--- src/rtl/ws2812_pkg.sv ---
// Shared definitions for the WS2812 pixel-colour generator: GRB layout, modes,
// colour-wheel segment bounds and the brightness scaler.
package ws2812_pkg;

  localparam int unsigned CH_W  = 8;
  localparam int unsigned GRB_W = 3 * CH_W;
  localparam int unsigned G_LSB = 0;
  localparam int unsigned R_LSB = 8;
  localparam int unsigned B_LSB = 16;

  localparam logic [7:0] WHEEL_SEG1 = 8'd85;
  localparam logic [7:0] WHEEL_SEG2 = 8'd170;

  typedef enum logic [1:0] {
    MODE_RAINBOW = 2'd0,
    MODE_SOLID   = 2'd1,
    MODE_CHASE   = 2'd2,
    MODE_OFF     = 2'd3
  } mode_e;

  typedef struct packed {
    logic [CH_W-1:0] r;
    logic [CH_W-1:0] g;
    logic [CH_W-1:0] b;
  } rgb_t;

  // (c * (bright + 1)) >> 8 with a 16-bit product; bright 255 is the identity.
  function automatic logic [CH_W-1:0] scale_ch(input logic [CH_W-1:0] c,
                                               input logic [CH_W-1:0] bright);
    logic [15:0] prod;
    prod = 16'(c) * (16'(bright) + 16'd1);
    return CH_W'(prod >> 8);
  endfunction

endpackage

--- src/rtl/ws2812_color_wheel.sv ---
// Combinational 8-bit colour wheel: red -> green -> blue -> red over 0..255.
module ws2812_color_wheel
  import ws2812_pkg::*;
(
  input  logic [7:0] wheel_i,
  output rgb_t       rgb_c
);

  logic [7:0] seg_off;
  logic [7:0] up;
  logic [7:0] down;

  always_comb begin
    seg_off = wheel_i;
    rgb_c   = '0;
    if (wheel_i >= WHEEL_SEG2) begin
      seg_off = wheel_i - WHEEL_SEG2;
    end else if (wheel_i >= WHEEL_SEG1) begin
      seg_off = wheel_i - WHEEL_SEG1;
    end
    // seg_off < 85, so 3*seg_off never exceeds 252
    up   = 8'(10'(seg_off) * 10'd3);
    down = 8'd255 - up;
    if (wheel_i < WHEEL_SEG1) begin
      rgb_c.r = down;
      rgb_c.g = up;
    end else if (wheel_i < WHEEL_SEG2) begin
      rgb_c.g = down;
      rgb_c.b = up;
    end else begin
      rgb_c.r = up;
      rgb_c.b = down;
    end
  end

endmodule

--- src/rtl/ws2812_pattern_gen.sv ---
// Pixel-colour generator for the WS2812 serialiser: four modes, per-frame phase
// stepping and brightness, returning GRB through a fixed 2-stage pipeline.
module ws2812_pattern_gen
  import ws2812_pkg::*;
#(
  parameter int unsigned NUM_PIXELS  = 48,
  parameter int unsigned IDX_W       = 6,
  parameter int unsigned HUE_SPREAD  = 5,
  parameter int unsigned FRAME_CNT_W = 16
) (
  input  logic                   clk,
  input  logic                   rst_n,
  input  logic                   px_req,
  input  logic [IDX_W-1:0]       px_idx,
  input  logic                   frame_tick,
  input  logic [1:0]             mode_in,
  input  logic [7:0]             step_in,
  input  logic [7:0]             bright_in,
  output logic                   px_valid,
  output logic [GRB_W-1:0]       pixel_color,
  output logic [7:0]             phase_out,
  output logic [FRAME_CNT_W-1:0] frame_cnt,
  output logic                   px_oob
);

  // Frame-level state, only changed on frame_tick
  logic [7:0]             phase_q, phase_d;
  logic [IDX_W-1:0]       chase_q, chase_d;
  mode_e                  mode_q;
  logic [7:0]             step_q;
  logic [7:0]             bright_q;
  logic [FRAME_CNT_W-1:0] frame_cnt_q;

  // Pipeline stage 1
  logic                   s1_valid_q;
  logic [7:0]             s1_wheel_q, s1_wheel_d;
  logic                   s1_black_q, s1_black_d;
  logic                   s1_oob_q, s1_oob_d;
  logic [7:0]             s1_bright_q;

  // Pipeline stage 2
  logic                   valid_q;
  logic [GRB_W-1:0]       color_q, color_d;
  logic                   oob_q;

  rgb_t                   wheel_rgb;

  always_comb begin
    phase_d = phase_q + step_q;
    chase_d = (chase_q == IDX_W'(NUM_PIXELS - 1)) ? '0 : chase_q + IDX_W'(1);
  end

  // Stage 1: wheel index and black decision from the frame's active settings
  always_comb begin
    s1_wheel_d = phase_q;
    s1_black_d = 1'b0;
    s1_oob_d   = (32'(px_idx) >= NUM_PIXELS);
    unique case (mode_q)
      MODE_RAINBOW: s1_wheel_d = 8'(16'(px_idx) * 16'(HUE_SPREAD)) + phase_q;
      MODE_SOLID:   s1_wheel_d = phase_q;
      MODE_CHASE:   s1_black_d = (px_idx != chase_q);
      MODE_OFF:     s1_black_d = 1'b1;
      default:      s1_black_d = 1'b1;
    endcase
    if (s1_oob_d) begin
      s1_black_d = 1'b1;
    end
  end

  ws2812_color_wheel u_wheel (
    .wheel_i (s1_wheel_q),
    .rgb_c   (wheel_rgb)
  );

  always_comb begin
    color_d = '0;
    if (!s1_black_q) begin
      color_d[G_LSB +: CH_W] = scale_ch(wheel_rgb.g, s1_bright_q);
      color_d[R_LSB +: CH_W] = scale_ch(wheel_rgb.r, s1_bright_q);
      color_d[B_LSB +: CH_W] = scale_ch(wheel_rgb.b, s1_bright_q);
    end
  end

  always_ff @(posedge clk or negedge rst_n) begin
    if (!rst_n) begin
      phase_q     <= '0;
      chase_q     <= '0;
      mode_q      <= MODE_RAINBOW;
      step_q      <= '0;
      bright_q    <= '0;
      frame_cnt_q <= '0;
    end else if (frame_tick) begin
      phase_q     <= phase_d;
      chase_q     <= chase_d;
      mode_q      <= mode_e'(mode_in);
      step_q      <= step_in;
      bright_q    <= bright_in;
      frame_cnt_q <= frame_cnt_q + FRAME_CNT_W'(1);
    end
  end

  // Brightness travels with the request so a tick mid-flight cannot affect it
  always_ff @(posedge clk or negedge rst_n) begin
    if (!rst_n) begin
      s1_valid_q  <= 1'b0;
      s1_wheel_q  <= '0;
      s1_black_q  <= 1'b0;
      s1_oob_q    <= 1'b0;
      s1_bright_q <= '0;
      valid_q     <= 1'b0;
      color_q     <= '0;
      oob_q       <= 1'b0;
    end else begin
      s1_valid_q <= px_req;
      if (px_req) begin
        s1_wheel_q  <= s1_wheel_d;
        s1_black_q  <= s1_black_d;
        s1_oob_q    <= s1_oob_d;
        s1_bright_q <= bright_q;
      end
      valid_q <= s1_valid_q;
      if (s1_valid_q) begin
        color_q <= color_d;
        if (s1_oob_q) begin
          oob_q <= 1'b1;
        end
      end
    end
  end

  assign px_valid    = valid_q;
  assign pixel_color = color_q;
  assign phase_out   = phase_q;
  assign frame_cnt   = frame_cnt_q;
  assign px_oob      = oob_q;

endmodule

--- config.mk ---
export PLATFORM = sky130hd
export DESIGN_NAME = ws2812_pattern_gen
export DESIGN_NICKNAME = d
export VERILOG_FILES = /design/src/rtl/ws2812_pkg.sv /design/src/rtl/ws2812_color_wheel.sv /design/src/rtl/ws2812_pattern_gen.sv
export SDC_FILE = /design/constraint.sdc
export NUM_CORES = 1
export LEC_CHECK = 0
export ABC_AREA = 1
export BUFFER_PORTS_ARGS = -buffer_cell sky130_fd_sc_hd__buf_2
export CAP_MARGIN = 20
export CORE_MARGIN = 2
export CORE_UTILIZATION = 35
export CTS_CLUSTER_DIAMETER = 40
export DETAILED_ROUTE_END_ITERATION = 10
export SYNTH_ARGS = -nofsm -noshare
export SYNTH_HDL_FRONTEND = slang
export SYNTH_SLANG_ARGS = --single-unit
--- constraint.sdc ---
create_clock -name clk -period 10.8 [get_ports clk]
set_input_delay 0.54 -clock clk [delete_from_list [all_inputs] [get_ports clk]]
set_output_delay 0.54 -clock clk [all_outputs]
set_load 0.02 [all_outputs]
==> results.yml <==
yosys:
  synth_top_area_cell: "fa_1"
  synth_edf_count: 0
  synthTopCellsByCount: "nand2_1 (371), inv_1 (346), nor2_1 (172), ha_1 (144), fa_1 (126)"
  synthCells: 1635
  synthArstFlopShare_pct: 100.0
  avgSynthCellArea_sq_um: 7.546
  synthTopCellsByArea: "fa_1 (20%), dfrtp_1 (19%), ha_1 (15%), nand2_1 (11%), inv_1 (11%)"
  syn_nets: 1933
  yosysMostFrequentCell: "nand2_1"
  synth_top_area_share_pct: 20.44
  ys_ff_latch: 93
  ys_seq_area_share_pct: 18.86
  synth_ff_type: "dfrtp_1"
  netlist_area_sq_um: 12340
  yosysWarningCount: 0
  yosysUniqueCellTypes: 54
clock_tree:
  cts_root_buf: "clkbuf_16"
  cts_inserted_buffers: 9
  cts.htree.levels: 3
  clock_latency_ns: 0.38
  cts_resized: 0
  clkTransAtPathRegs_ns: 0.08
  ctsHoldBuffers: 0
  cts_tree: "yes"
  clkSinkCount: 93
  clockBufferDepth: 2
  cts_setup_buffers: 0
route:
  drtAntennaViolNets: 0
  drt_first_iter_violations: 468
  wire_per_inst_um: 14.08
  drc: 0
  via_count: 10331
  via_per_inst: 4.785
  drt-total-wl_um: 30400
  firstDrtPassIters: 5
critical_path:
  required_ns: 11.07
  critPathCaptureType: "flop"
  critPathSlowestCell: "fa_1"
  cp-start-kind: "flop"
  worstPathMaxFanout: 8
  crit_top_cell: "nand2_1"
  crit_type: "reg2reg"
  worstPathArrival_ns: 8.04
  crit_path_max_incr_delay_ns: 0.54
timing:
  hold_viol_final: 0
  finalMaxSlewViolations: 0
  hold_ws_ns: 0.07708
  fin_setup_tns_ns: 0
  tightest_slew_ns: 0.9306
  max_freq_ghz: 0.1288
  slew-limit-headroom_pct: 37.96
  skew_ns: 0.008393
  min_period_ns: 7.765
  finalCritPeriodShare_pct: 71.90
  rsz0062_at_grt: "false"
  setup_viol: 0
layout:
  area_delta_synth_final_pct: 9.887
  n_fill_cell: 3586
  final_nets: 1997
  layout-drive-gt1-share_pct: 9.038
  diodes: 0
  layout.area.seq_sq_um: 2327
  multi_input_area_sq_um: 8531
floorplanning:
  die-area_sq_um: 36770
  fp.dieH_um: 191.8
  fp.coreArea_sq_um: 34630
  fp.dieW_um: 191.8
  pin_count: 78
  rows: 68
  initial_core_util_pct: 35.63
placed_design:
  hpwl_um: 23880
  place_congestion: 0.8665
  portBuffers: 77
global_routing:
  grt_overflow: 0
  grt_max_degree: 70
  grt_use_total_pct: 17.88
  grt_pass1_vias: 10775
  antenna_found_initial: 0
  grt_pass1_wl_um: 52520
run_status:
  status: "completed"
flow_run:
  max_cap_violations: 0
worst_hold_path:
  hp-class: "in2async"
-- metrics by stage --
stage / cells / utilization, % / setup slack (ns) / instance area (sq um)
6_report: 2159 / 39.15 / 3.035 / 13560
5_1_grt: 2159 / 39.15 / 2.422 / 13560
4_1_cts: 2158 / 39.11 / 3.067 / 13540
3_5_place_dp: 2142 / 38.19 / 3.090 / 13230
3_3_place_gp: 2142 / 38.19 / 3.338 / 13230
2_1_floorplan: 1635 / - / 3.812 / 12340
-- state kept, by name (all words and copies together), names as in the netlist, 2 cells and up --
| name | count |
|---|---|
| pixel_color | 24 |
| frame_cnt | 16 |
| bright_q | 8 |
| phase_out | 8 |
| s1_bright_q | 8 |
| s1_wheel_q | 8 |
| step_q | 8 |
| chase_q | 6 |
| mode_q | 2 |
-- cells in the final DEF, fill, tap and decap left out, types with 45 or more instances in the layout --
cell type | netlist | final
a21oi_1 | 45 | 45
buf_2 | 1 | 76
dfrtp_1 | 93 | 93
fa_1 | 126 | 126
ha_1 | 144 | 144
inv_1 | 346 | 346
nand2_1 | 371 | 371
nand3_1 | 67 | 67
nor2_1 | 172 | 171
o21ai_0 | 58 | 58
-- cell type report --
type | instances | share of cell area (%)
Timing Repair Buffer | 85 | 3.359
Inverter | 361 | 10.01
Clock inverter | 7 | 0.6829
Clock buffer | 9 | 1.661
Sequential cell | 93 | 17.16
Tap cell | 455 | 4.199
Multi-Input combinational cell | 1149 | 62.92
-- worst max-delay path, delay by kind of cell (launching register included) --
family,cells,cell delay (ns)
and+or+nand+nor,16,1.94
buffers and inverters,6,0.44
xor gates and xnor gates,1,0.25
AOI/OAI and AO/OA,6,1.21
DFF,1,0.53
adders and majority gates,8,3.27
-- metal layers --
layer / track usage [%] / up-vias / wire length (um)
met5: 0 / - / 0
met4: 5.769 / 0 / 743
met1: 23.28 / 4950 / 14330
met3: 2.247 / 43 / 1075
li1: - / 5140 / -
met2: 30.76 / 198 / 14250
-- worst paths after layout --
kind	from	end	slack (ns)	depth (start not counted)
worst max-delay path	s1_wheel_q[0]	pixel_color[15]	3.03	37
worst min-delay path	rst_n	pixel_color[8]	0.08	1
worst max register to register	s1_wheel_q[0]	pixel_color[15]	3.03	37
worst min register to register	s1_valid_q	px_valid	0.46	0
max in group asynchronous	rst_n	mode_q[1]	9.48	2
min in group clk	step_in[4]	step_q[4]	0.36	3
-- cells by family (layout without fill, tap and decap cells) --
family	after synthesis	in the layout	share of synthesized area, %
buf+inv	393	462	12.02
flops	93	93	18.86
compound gates	152	152	7.200
simple gates	676	676	23.04
fa+ha+maj	270	270	35.05
xor+xnor	51	51	3.833
Power is not shown: default switching activity piles up to over one toggle a cycle in this logic, so the estimate is an artifact.
